$ cat src/rtl/stepper_pulse_dist_p.sv
// PHASES-phase stepper pulse distributor with a step-rate prescaler and a step-count move.
// All state updates on the falling edge of CP. CR is a synchronous, active-low reset.
module stepper_pulse_dist_p #(
  parameter int PHASES = 3,
  parameter int DIV_W  = 16,
  parameter int CNT_W  = 16
) (
  input  logic                            CP,
  input  logic                            CR,
  input  logic                            M,
  input  logic [1:0]                      MODE,
  input  logic                            EN,
  input  logic                            START,
  input  logic                            STOP,
  input  logic [DIV_W-1:0]                DIV,
  input  logic [CNT_W-1:0]                STEPS,
  output logic [PHASES-1:0]               phase,
  output logic [$clog2(2*PHASES)-1:0]     idx,
  output logic [CNT_W-1:0]                remaining,
  output logic                            busy,
  output logic                            done
);

  localparam int L     = 2 * PHASES;
  localparam int IDX_W = $clog2(L);
  localparam logic [IDX_W:0] L_EXT = (IDX_W+1)'(L);
  localparam logic [IDX_W-1:0] LAST_PHASE = IDX_W'(PHASES - 1);
  localparam logic [PHASES-1:0] PHASE_RST = {1'b1, {(PHASES-1){1'b0}}};

  localparam logic [0:0] STATE_IDLE = 1'b0;
  localparam logic [0:0] STATE_RUN  = 1'b1;

  logic [0:0]        state_q,     state_d;
  logic [IDX_W-1:0]  idx_q,       idx_d;
  logic [PHASES-1:0] phase_q,     phase_d;
  logic [CNT_W-1:0]  remaining_q, remaining_d;
  logic [DIV_W-1:0]  presc_q,     presc_d;
  logic [DIV_W-1:0]  div_q,       div_d;
  logic              done_q,      done_d;

  logic [IDX_W:0]    step_amt;
  logic [IDX_W:0]    idx_sum;
  logic [IDX_W:0]    idx_fwd;
  logic [IDX_W:0]    idx_rev;
  logic [IDX_W-1:0]  idx_step;

  // Single mode lands on even indices, double on odd: a 2-step jump is
  // taken only when already aligned, otherwise a 1-step realigns.
  always_comb begin
    step_amt = (IDX_W+1)'(1);
    if (!MODE[1] && (MODE[0] == idx_q[0])) begin
      step_amt = (IDX_W+1)'(2);
    end
    idx_sum = {1'b0, idx_q} + step_amt;
    idx_fwd = (idx_sum >= L_EXT) ? (idx_sum - L_EXT) : idx_sum;
    idx_rev = ({1'b0, idx_q} >= step_amt) ? ({1'b0, idx_q} - step_amt)
                                           : ({1'b0, idx_q} + L_EXT - step_amt);
    idx_step = M ? idx_fwd[IDX_W-1:0] : idx_rev[IDX_W-1:0];
  end

  always_comb begin
    state_d     = state_q;
    idx_d       = idx_q;
    remaining_d = remaining_q;
    presc_d     = presc_q;
    div_d       = div_q;
    done_d      = 1'b0;

    if (state_q == STATE_IDLE) begin
      if (!STOP && START) begin
        if (STEPS != '0) begin
          remaining_d = STEPS;
          presc_d     = '0;
          div_d       = DIV;
          state_d     = STATE_RUN;
        end else begin
          done_d = 1'b1;
        end
      end
    end else begin
      if (STOP) begin
        state_d     = STATE_IDLE;
        remaining_d = '0;
        presc_d     = '0;
      end else if (EN) begin
        if (presc_q == div_q) begin
          presc_d     = '0;
          idx_d       = idx_step;
          remaining_d = remaining_q - CNT_W'(1);
          if (remaining_q == CNT_W'(1)) begin
            state_d = STATE_IDLE;
            done_d  = 1'b1;
          end
        end else begin
          presc_d = presc_q + DIV_W'(1);
        end
      end
    end
  end

  // Decode of the next index so phase and idx register on the same edge.
  // Bit of S(k) is (k-1) mod PHASES; bit of S(k+1) is k.
  logic [IDX_W-1:0] k_d;
  logic [IDX_W-1:0] pos_a_d;

  always_comb begin
    k_d     = idx_d >> 1;
    pos_a_d = (k_d == '0) ? LAST_PHASE : (k_d - IDX_W'(1));
  end

  generate
    for (genvar gi = 0; gi < PHASES; gi++) begin : g_phase
      assign phase_d[gi] = (pos_a_d == IDX_W'(gi)) || (idx_d[0] && (k_d == IDX_W'(gi)));
    end
  endgenerate

  always_ff @(negedge CP) begin
    if (!CR) begin
      state_q     <= STATE_IDLE;
      idx_q       <= '0;
      phase_q     <= PHASE_RST;
      remaining_q <= '0;
      presc_q     <= '0;
      div_q       <= '0;
      done_q      <= 1'b0;
    end else begin
      state_q     <= state_d;
      idx_q       <= idx_d;
      phase_q     <= phase_d;
      remaining_q <= remaining_d;
      presc_q     <= presc_d;
      div_q       <= div_d;
      done_q      <= done_d;
    end
  end

  assign phase     = phase_q;
  assign idx       = idx_q;
  assign remaining = remaining_q;
  assign busy      = (state_q == STATE_RUN);
  assign done      = done_q;

endmodule

$ cat config.mk
export PLATFORM = sky130hd
export DESIGN_NAME = stepper_pulse_dist_p
export DESIGN_NICKNAME = d
export VERILOG_FILES = /design/src/rtl/stepper_pulse_dist_p.sv
export SDC_FILE = /design/constraint.sdc
export NUM_CORES = 1
export LEC_CHECK = 0
export BUFFER_PORTS_ARGS = -buffer_cell sky130_fd_sc_hd__buf_4
export CELL_PAD_IN_SITES_DETAIL_PLACEMENT = 1
export CELL_PAD_IN_SITES_GLOBAL_PLACEMENT = 2
export CORE_ASPECT_RATIO = 0.9
export CORE_MARGIN = 2
export CORE_UTILIZATION = 33
export CTS_CLUSTER_SIZE = 28
export DETAILED_ROUTE_END_ITERATION = 16
export GPL_TIMING_DRIVEN = 0
export PLACE_DENSITY = 0.82
export SLEW_MARGIN = 20
export SYNTH_ARGS = -nofsm -noshare
export SYNTH_HDL_FRONTEND = slang
export SYNTH_SLANG_ARGS = --single-unit
$ cat constraint.sdc
create_clock -name CP -period 4.3 [get_ports CP]
set_input_delay 0.215 -clock CP [delete_from_list [all_inputs] [get_ports CP]]
set_output_delay 0.215 -clock CP [all_outputs]
set_load 0.02 [all_outputs]
==> results of run 1 <==
power by group:
| group | switching (mW) | leakage, nW | internal, mW |
|---|---|---|---|
| Combinational | 0.189 | 1.13 | 0.144 |
| Sequential | 0.0295 | 0.456 | 0.544 |
| Clock | 0.344 | 0.350 | 0.192 |
state kept, by name, indices dropped and copies added, names as in the netlist:
signal,count
div_q,16
presc_q,16
phase,3
done,1
busy,1
remaining,16
idx,3
critical path: stages:
cell and delay, ns:
buf_12 0.11, xor2_4 0.14, nor2_4 0.07, buf_12 0.12, fa_2 0.38, ha_4 0.29, nor2_1 0.04, mux2_4 0.29
o31ai_4 0.27, mux2i_2 0.15, ha_1 0.29, a211o_1 0.23
repair_timing:
| action | CTS | global route |
|---|---|---|
| pin swaps | 9 | 11 |
| buffers inserted | 6 | 6 |
| resized for setup | 15 | 9 |
| endpoints found under the setup margin | 4 | 24 |
area by class of cell:
class,instances,area [sq um],share of cell area
clock inverter,59,241,0.0547
clock buffer,5,68.8,0.0156
timing repair buffer,75,588,0.133
sequential,56,1120,0.254
inverter,13,51.3,0.0116
tap,126,158,0.0357
buffer,15,71.3,0.0162
multi-input combinational,286,2110,0.479
stage by stage:
stage	worst slack [ns]	hold WS (ns)	total power, mW
global route	-0.241	0.563	1.57
detailed placement	-0.900	0.512	0.969
finish	-0.183	0.510	1.44
global placement	-0.810	0.501	0.965
floorplan	-0.413	0.485	0.854
CTS	-0.113	0.519	1.47
placed cells by master (no fill, tap or decap), types with 3 or more instances in the layout:
cell      count
nand4_1      10
ha_4          3
nor4b_1       3
nor4_1       12
buf_2         6
xor2_1        4
a31oi_1       4
a211oi_1      4
ha_1          5
inv_2         3
a221oi_1      4
clkbuf_8      5
xnor2_1      32
buf_4        73
nand2_1      11
o211ai_1     12
nand3_1       9
a22oi_1       3
nor2b_1       5
nor3b_1       3
nand3_2       4
mux2i_1      18
clkbuf_1      8
o31ai_1       3
nand2b_1      3
nor3_1       19
nor2_1       55
dfxtp_1      56
o21ai_1       8
inv_1        65
a21oi_1      13
cell families after synthesis:
logic type	synth area share
flip-flops	0.350
multiplexers	0.0659
buffers and inverters	0.0386
adder cells (fa/ha/maj)	0.0437
XOR/XNOR	0.104
AND/OR/NAND/NOR	0.244
AO/OA/AOI/OAI	0.154
metal layers:
layer / vias to the layer above / track usage
met5: - / 0
met1: 1589 / 0.239
met4: 0 / 0.0759
li1: 1615 / -
met3: 11 / 0.0510
met2: 82 / 0.313
worst max-delay path by stage:
stage          startpoint                  end  slack, ns  depth (start not counted)
2_1_floorplan     MODE[0]  phase[2]$_SDFF_NN1_      -0.41                         12
3_3_place_gp      MODE[0]  phase[2]$_SDFF_NN1_      -0.81                         13
3_5_place_dp      MODE[0]  phase[2]$_SDFF_NN1_      -0.90                         13
4_1_cts           MODE[0]  phase[2]$_SDFF_NN1_      -0.11                         12
5_1_grt           MODE[0]  phase[2]$_SDFF_NN1_      -0.24                         12
6_report          MODE[0]  phase[2]$_SDFF_NN1_      -0.18                         12
==> results.sh, run 1 <==
export IMPL_gp_congestion=0.837
export IMPL_wl_um=10300
export IMPL_synth_area_sq_um=3210
export IMPL_r2r_setup_slack_ns=1.33
export IMPL_tns_ns=-0.282
export IMPL_clk_latency_ns=0.39
export IMPL_cts_buffers=5
export IMPL_antenna_cells=0
export IMPL_syn_inst=371
export IMPL_hp_start="div_q[4]$_SDFFE_NN0P_"
export IMPL_drt_drc_violations_left=0
export IMPL_holdPathStages=2
export IMPL_antenna_found_initial=0
export IMPL_synth_top_cell_area_share=0.350
export IMPL_synth_top_cells_by_count="56 x dfxtp_1, 56 x nor2_1, 32 x xnor2_1"
export IMPL_io_buffers=63
export IMPL_hold_viol_final=0
export IMPL_required_ns=2.41
export IMPL_cp_end_kind="flop"
export IMPL_dr_wl_met3_um=532
export IMPL_grt_ovfl_total=0
export IMPL_clkSinkCount=56
export IMPL_tightestPinTransition_ns=1.02
export IMPL_clock_skew_ns=0.0249
export IMPL_reg2reg_from="idx[0]$_SDFF_NN0_"
export IMPL_worstReg2RegEnd="phase[2]$_SDFF_NN1_"
export IMPL_ff2ff_path_depth=11
export IMPL_wl_per_cell_um=16.1
export IMPL_peakVddDrop_mv=0.234
export IMPL_clk_pin_slew_ns=0.04
export IMPL_utilization=0.461
export IMPL_io_pins=64
export IMPL_die_area_sq_um=10500
export IMPL_power_leakage_nw=1.94
export IMPL_m1WireLength_um=4540
export IMPL_maxSlewViolCount=0
export IMPL_ys_flop_type="dfxtp_1"
export IMPL_start_util=0.335
export IMPL_status="complete, but fails checks"
export IMPL_worstPathArrival_ns=2.59
export IMPL_grt_pass1_wl_um=16400
export IMPL_synth_top_cell_by_area="dfxtp_1"
export IMPL_max_cap_viol_count=0
export IMPL_yosysSeqAreaShare=0.350
export IMPL_final_cell_count_no_fill=635
export IMPL_nets=558
export IMPL_synth_edff_count=0
export IMPL_topRoutingLayerUsed="met4"
export IMPL_vias_per_cell=5.19
export IMPL_avgSynthCellArea_sq_um=8.64
export IMPL_grt_setup_unrepaired="yes"
export IMPL_core_sq_um=9570
export IMPL_place_area_sq_um=3880
export IMPL_std_cell_rows=34
export IMPL_holdPathEnd="div_q[4]$_SDFFE_NN0P_"
export IMPL_drt_iter0_drc=69
export IMPL_path_max_fanout=3
export IMPL_cts_tree="built"
export IMPL_placed_cells=560
export IMPL_htreeDepth=2
export IMPL_drive_above_1_share=0.244
export IMPL_synthToLayoutAreaGrowth_pct=37.7
export IMPL_grt_max_degree=20
export IMPL_die_w_um=108
export IMPL_place_hpwl_um=7170
export IMPL_drtAntennaViolNets=0
export IMPL_dieHeight_um=97.5
export IMPL_synth_nets=421
export IMPL_design_area_sq_um=4410
export IMPL_track_usage=0.192
export IMPL_setup_ws_ns=-0.183
export IMPL_cts_path_max_buffers=2
export IMPL_synth_warning_count=0
export IMPL_clock_root_buffer="clkbuf_8"
export IMPL_n_fill_cell=1177
export IMPL_crit_type="input port to flop"
export IMPL_power_density_nw_per_um2=327
export IMPL_async_flop_share=0
export IMPL_relSlewSlack=0.315
export IMPL_violations="setup timing"
export IMPL_dr_wl_met2_um=5090
export IMPL_synth_cell_types=49
export IMPL_cts_hold_buffers=0
export IMPL_dr_pass1_iters=4
export IMPL_start_kind="input port"
export IMPL_synthTopCellsByArea="dfxtp_1 35%, xnor2_1 8.7%, nor2_1 6.6%, mux2i_1 6.2%, ha_1 3.1%"
export IMPL_ys_seq_elements=56
export IMPL_via_count=3297
export IMPL_finalSetupViolCount=2
export IMPL_min_path_type="flop to flop"
export IMPL_grt_pass1_vias=3474
Power figures use the tool's default switching activity.
==> run 2: changes to the inputs <==
--- a/config.mk
+++ b/config.mk
@@ -5,16 +5,17 @@
 export SDC_FILE = /design/constraint.sdc
 export NUM_CORES = 1
 export LEC_CHECK = 0
+export ABC_AREA = 1
 export BUFFER_PORTS_ARGS = -buffer_cell sky130_fd_sc_hd__buf_4
 export CELL_PAD_IN_SITES_DETAIL_PLACEMENT = 1
 export CELL_PAD_IN_SITES_GLOBAL_PLACEMENT = 2
 export CORE_ASPECT_RATIO = 0.9
 export CORE_MARGIN = 2
-export CORE_UTILIZATION = 33
+export CORE_UTILIZATION = 30
 export CTS_CLUSTER_SIZE = 28
 export DETAILED_ROUTE_END_ITERATION = 16
 export GPL_TIMING_DRIVEN = 0
-export PLACE_DENSITY = 0.82
+export PLACE_DENSITY = 0.83
 export SLEW_MARGIN = 20
 export SYNTH_ARGS = -nofsm -noshare
 export SYNTH_HDL_FRONTEND = slang
==> run 2 against run 1 <==
The flow now finishes without violations. Die area up 15%. Synthesized cell count grew 42%. Critical path type unchanged. Register-to-register slack gained 0.46 ns.
==> results.sh, run 2 <==
export IMPL_synth_top_cell_area_share=0.332
export IMPL_synth_edff_count=0
export IMPL_syn_inst=526
export IMPL_clock_root_buffer="clkbuf_16"
export IMPL_die_area_sq_um=12100
export IMPL_worstPathArrival_ns=2.23
export IMPL_total_power_mw=1.56
export IMPL_synthToLayoutAreaGrowth_pct=31.6
export IMPL_layout_common_cells="140 x inv_1, 112 x nand2_1, 70 x nor2_1"
export IMPL_required_ns=2.42
export IMPL_grt_pass1_vias=4158
export IMPL_clock_skew_ns=0.0223
export IMPL_drt_drc_violations_left=0
export IMPL_cts_path_max_buffers=2
export IMPL_ff2ff_path_depth=13
export IMPL_cts_tree="built"
export IMPL_timing_hold_ws_ns=0.472
export IMPL_wl_per_cell_um=14.1
export IMPL_antenna_found_initial=0
export IMPL_drtAntennaViolNets=0
export IMPL_htreeDepth=2
export IMPL_cp_end_kind="flop"
export IMPL_start_kind="input port"
export IMPL_ys_seq_elements=56
export IMPL_std_cell_rows=36
export IMPL_via_count=3802
export IMPL_synth_top_cells_by_count="113 x nand2_1, 85 x inv_1, 72 x nor2_1"
export IMPL_critPathTopFamily="adder cells"
export IMPL_placed_cells=741
export IMPL_synth_top_cell_by_area="dfxtp_1"
export IMPL_drive_above_1_share=0.171
export IMPL_grt_max_degree=20
export IMPL_dr_pass1_iters=4
export IMPL_final_cell_count_no_fill=806
export IMPL_grt_pass1_wl_um=19100
export IMPL_grt_ovfl_total=0
export IMPL_max_cap_viol_count=0
export IMPL_clk_pin_slew_ns=0.04
export IMPL_yosysMostFrequentCell="nand2_1"
export IMPL_final_common_cell="inv_1"
export IMPL_synthTopCellsByArea="dfxtp_1 33%, nand2_1 13%, inv_1 9.5%, nor2_1 8.0%, o21ai_0 6.5%"
export IMPL_yosysSeqAreaShare=0.332
export IMPL_status="complete, no violations"
export IMPL_synth_nets=576
export IMPL_nets=703
export IMPL_place_hpwl_um=8640
export IMPL_ys_flop_type="dfxtp_1"
export IMPL_power_density_nw_per_um2=351
export IMPL_hold_viol_final=0
export IMPL_cts_buffers=5
export IMPL_core_sq_um=10900
export IMPL_clkSinkCount=56
export IMPL_holdPathStages=2
export IMPL_critical_path_max_stage_delay_ns=0.34
export IMPL_relSlewSlack=0.570
export IMPL_synth_warning_count=0
export IMPL_clk_latency_ns=0.39
export IMPL_io_buffers=63
export IMPL_dieHeight_um=105
export IMPL_crit_type="input port to flop"
export IMPL_min_path_type="flop to flop"
export IMPL_synth_area_sq_um=3370
export IMPL_io_pins=64
export IMPL_cts_hold_buffers=0
export IMPL_grt_setup_unrepaired="no"
export IMPL_power_leakage_nw=2.20
export IMPL_maxSlewViolCount=0
export IMPL_drt_iter0_drc=127
export IMPL_die_w_um=116
export IMPL_avgSynthCellArea_sq_um=6.42
export IMPL_start_util=0.310
export IMPL_wl_um=11300
export IMPL_gp_congestion=0.866
export IMPL_worst_path_buf_inv=2
export IMPL_synth_cell_types=41
export IMPL_async_flop_share=0
export IMPL_crit_chain="buf_4, xor2_2, nor2_4, nor2_2, fa_2, ha_1, inv_1, nand2_1, nand3_1, nand4_1, nand2_2, ha_1, nor2_1, nand2_1"
export IMPL_finalSetupViolCount=0
export IMPL_track_usage=0.197
export IMPL_tightestPinTransition_ns=0.645
export IMPL_critical_path_depth=14
export IMPL_antenna_cells=0
export IMPL_peakVddDrop_mv=0.171
export IMPL_vias_per_cell=4.72
export IMPL_path_max_fanout=5
export IMPL_crit_slowest_cell="fa_2"
==> run 2: cell count changes after synthesis, moves of 20 or more <==
cell	before	now
mux2i_1	20	0
inv_1	12	85
a21oi_1	14	35
o21ai_0	4	44
nand2_1	11	113
xnor2_1	32	3
==> run 2: power by group <==
group	total, mW	switching [mW]	internal (mW)	leakage [nW]
Sequential	0.581	0.0294	0.551	0.458
Combinational	0.311	0.195	0.117	1.36
Clock	0.667	0.372	0.296	0.376
==> run 2: final cells by class <==
cell class	count	area (sq um)
plain buffers	13	73.8
fillers	1512	6460
well taps	152	190
clock inverters	59	241
inverters	89	335
clock buffers	5	125
multi-input cells	367	1870
repair buffers	65	488
flip-flops and latches	56	1120
==> run 2: cells by family after synthesis <==
logic type               after synthesis  share of synthesized area
buffers and inverters                103                      0.122
XOR/XNOR                               7                     0.0182
flip-flops                            56                      0.332
AO/OA/AOI/OAI                        108                      0.180
AND/OR/NAND/NOR                      242                      0.306
adder cells (fa/ha/maj)               10                     0.0415
==> run 2: worst paths after layout <==
check                              start                     end  slack, ns
hold / removal    div_q[10]$_SDFFE_NN0P_  div_q[10]$_SDFFE_NN0P_       0.47
hold reg to reg   div_q[10]$_SDFFE_NN0P_  div_q[10]$_SDFFE_NN0P_       0.47
setup / recovery                 MODE[0]     phase[2]$_SDFF_NN1_       0.20
setup reg to reg       idx[0]$_SDFF_NN0_     phase[2]$_SDFF_NN1_       1.79
==> run 2: what timing repair did <==
item / CTS / global route
setup buffers: 0 / 2
endpoints found under the setup margin: 0 / 1
gates resized for setup: 0 / 3
==> run 2: layer usage <==
metal | GRT usage | vias up | share of wire
met5 | 0 | - | 0
met4 | 0.0757 | 0 | 0.010
met3 | 0.0592 | 7 | 0.054
met2 | 0.309 | 94 | 0.47
met1 | 0.253 | 1777 | 0.47
li1 | - | 1924 | -
==> run 2: through the flow <==
stage | TNS [ns] | instance area [sq um] | utilization | setup slack [ns]
global placement | -0.381 | 4050 | 0.371 | -0.293
detailed placement | -0.689 | 4050 | 0.371 | -0.360
finish | 0 | 4440 | 0.407 | 0.195
global route | 0 | 4440 | 0.407 | 0.0153
floorplan | 0 | 3380 | - | 0.00538
CTS | 0 | 4410 | 0.405 | 0.0268
==> run 2: worst min-delay path: stages, from the launching register on <==
cell,delay [ns]
dfxtp_1,0.30
inv_1,0.07
a21oi_1,0.06
==> run 3: changes to the inputs <==
--- a/config.mk
+++ b/config.mk
@@ -16,6 +16,7 @@
 export DETAILED_ROUTE_END_ITERATION = 16
 export GPL_TIMING_DRIVEN = 0
 export PLACE_DENSITY = 0.83
+export RECOVER_POWER = 25
 export SLEW_MARGIN = 20
 export SYNTH_ARGS = -nofsm -noshare
 export SYNTH_HDL_FRONTEND = slang
==> run 3 against run 2 <==
Non-clock buffer count unchanged. Cell area decreased by 1.5%. Die area unchanged. Via count increased by 0.34%. Clock-buffer cell count unchanged. Routed wire length decreased by 0.34%. Largest power group unchanged. First-iteration DRC count increased by 3.9%. Combinational power decreased by 3%.
==> results.sh, run 3 (synthesized netlist as in run 2, its figures left out) <==
export IMPL_crit_type="input port to flop"
export IMPL_io_pins=64
export IMPL_track_usage=0.197
export IMPL_wl_per_cell_um=14.0
export IMPL_std_cell_rows=36
export IMPL_grt_setup_unrepaired="no"
export IMPL_dr_pass1_iters=4
export IMPL_io_buffers=63
export IMPL_cp_end_kind="flop"
export IMPL_ff2ff_path_depth=13
export IMPL_seqCellArea_sq_um=1120
export IMPL_antenna_cells=0
export IMPL_setup_ws_ns=0.197
export IMPL_cts_path_max_buffers=2
export IMPL_start_kind="input port"
export IMPL_path_max_fanout=5
export IMPL_required_ns=2.42
export IMPL_grt_max_degree=20
export IMPL_clk_pin_slew_ns=0.04
export IMPL_tightestPinTransition_ns=0.639
export IMPL_total_power_mw=1.55
export IMPL_drive_above_1_share=0.142
export IMPL_use_met3=0.0592
export IMPL_power_leakage_nw=2.12
export IMPL_drtAntennaViolNets=0
export IMPL_cts_buffers=5
export IMPL_grt_pass1_wl_um=19100
export IMPL_grt_pass1_vias=4158
export IMPL_via_count=3815
export IMPL_n_fill_cell=1524
export IMPL_vias_per_cell=4.73
export IMPL_cts_tree="built"
export IMPL_wl_um=11300
export IMPL_dieHeight_um=105
export IMPL_cts_hold_buffers=0
export IMPL_die_w_um=116
export IMPL_clock_skew_ns=0.0223
export IMPL_drt_drc_violations_left=0
export IMPL_timing_hold_ws_ns=0.471
export IMPL_worstPathArrival_ns=2.22
export IMPL_critical_path_max_stage_delay_ns=0.34
export IMPL_crit_slowest_cell="fa_2"
export IMPL_met1_usage=0.253
export IMPL_clkSinkCount=56
export IMPL_design_area_sq_um=4370
export IMPL_hold_viol_final=0
export IMPL_peakVddDrop_mv=0.171
export IMPL_preCtsSetupSlack_ns=-0.360
export IMPL_drt_iter0_drc=132
export IMPL_layout_common_cells="140 x inv_1, 112 x nand2_1, 70 x nor2_1"
export IMPL_place_hpwl_um=8640
export IMPL_power_density_nw_per_um2=354
export IMPL_crit_chain="buf_4, xor2_2, nor2_4, nor2_2, fa_2, ha_1, inv_1, nand2_1, nand3_1, nand4_1, nand2_2, ha_1, nor2_1, nand2_1"
export IMPL_utilization=0.401
export IMPL_nets=703
export IMPL_synthToLayoutAreaGrowth_pct=29.6
export IMPL_holdPathStages=2
export IMPL_multi_input_area_sq_um=1870
export IMPL_maxSlewViolCount=0
export IMPL_max_cap_viol_count=0
export IMPL_busiest_layer="met2"
export IMPL_min_path_type="flop to flop"
export IMPL_clock_root_buffer="clkbuf_16"
export IMPL_htreeDepth=2
export IMPL_start_util=0.310
export IMPL_gp_congestion=0.866
export IMPL_place_area_sq_um=4050
export IMPL_finalSetupViolCount=0
export IMPL_core_sq_um=10900
export IMPL_die_area_sq_um=12100
export IMPL_antenna_found_initial=0
export IMPL_final_common_cell="inv_1"
export IMPL_clk_latency_ns=0.39
export IMPL_grt_use_met2=0.309
export IMPL_relSlewSlack=0.574
export IMPL_status="complete, no violations"
export IMPL_grt_ovfl_total=0
## run 3: cell types whose count changed in the layout (fill, tap and decap cells not counted)
cell / before / now
buf_4: 66 / 48
clkbuf_1: 5 / 24
buf_2: 4 / 3
## run 3: path summary, 6_finish.rpt
check                                             from                endpoint  slack, ns
worst max-delay path                           MODE[0]     phase[2]$_SDFF_NN1_       0.20
worst min-delay path            div_q[10]$_SDFFE_NN0P_  div_q[10]$_SDFFE_NN0P_       0.47
worst max register to register       idx[0]$_SDFF_NN0_     phase[2]$_SDFF_NN1_       1.79
worst min register to register  div_q[10]$_SDFFE_NN0P_  div_q[10]$_SDFFE_NN0P_       0.47
## run 3: metal layers
layer  share of wire  wire (um)
met5               0          0
met4           0.012        140
met3           0.055        624
met2            0.47       5280
met1            0.46       5260
## run 3: power breakdown
group          internal [mW]  switching (mW)  total (mW)
combinational          0.107           0.194       0.301
clock                  0.296           0.372       0.668
sequential             0.551          0.0289       0.580
total                  0.954           0.595        1.55
## run 3: stage by stage
step | TNS [ns] | cells
2_1_floorplan | 0 | 526
3_3_place_gp | -0.381 | 741
3_5_place_dp | -0.689 | 741
4_1_cts | 0 | 804
5_1_grt | 0 | 806
6_report | 0 | 806
## run 3: area by class of cell
cell class | instances | share of cell area
flip-flops and latches | 56 | 0.256
repair buffers | 65 | 0.0962
clock buffers | 5 | 0.0286
well taps | 152 | 0.0435
multi-input cells | 367 | 0.427
inverters | 89 | 0.0767
clock inverters | 59 | 0.0552
plain buffers | 13 | 0.0166
## run 3: timing repair
| item | in CTS | in global routing |
|---|---|---|
| setup buffers | 0 | 2 |
| endpoints found under the setup margin | 0 | 1 |
| gates resized for setup | 0 | 3 |
## run 3: worst max-delay path: cells and delay by family
family                   cells  cell delay (ns)
XOR/XNOR                     1             0.15
adder cells (fa/ha/maj)      3             0.84
buffers and inverters        2             0.19
AND/OR/NAND/NOR              8             0.83
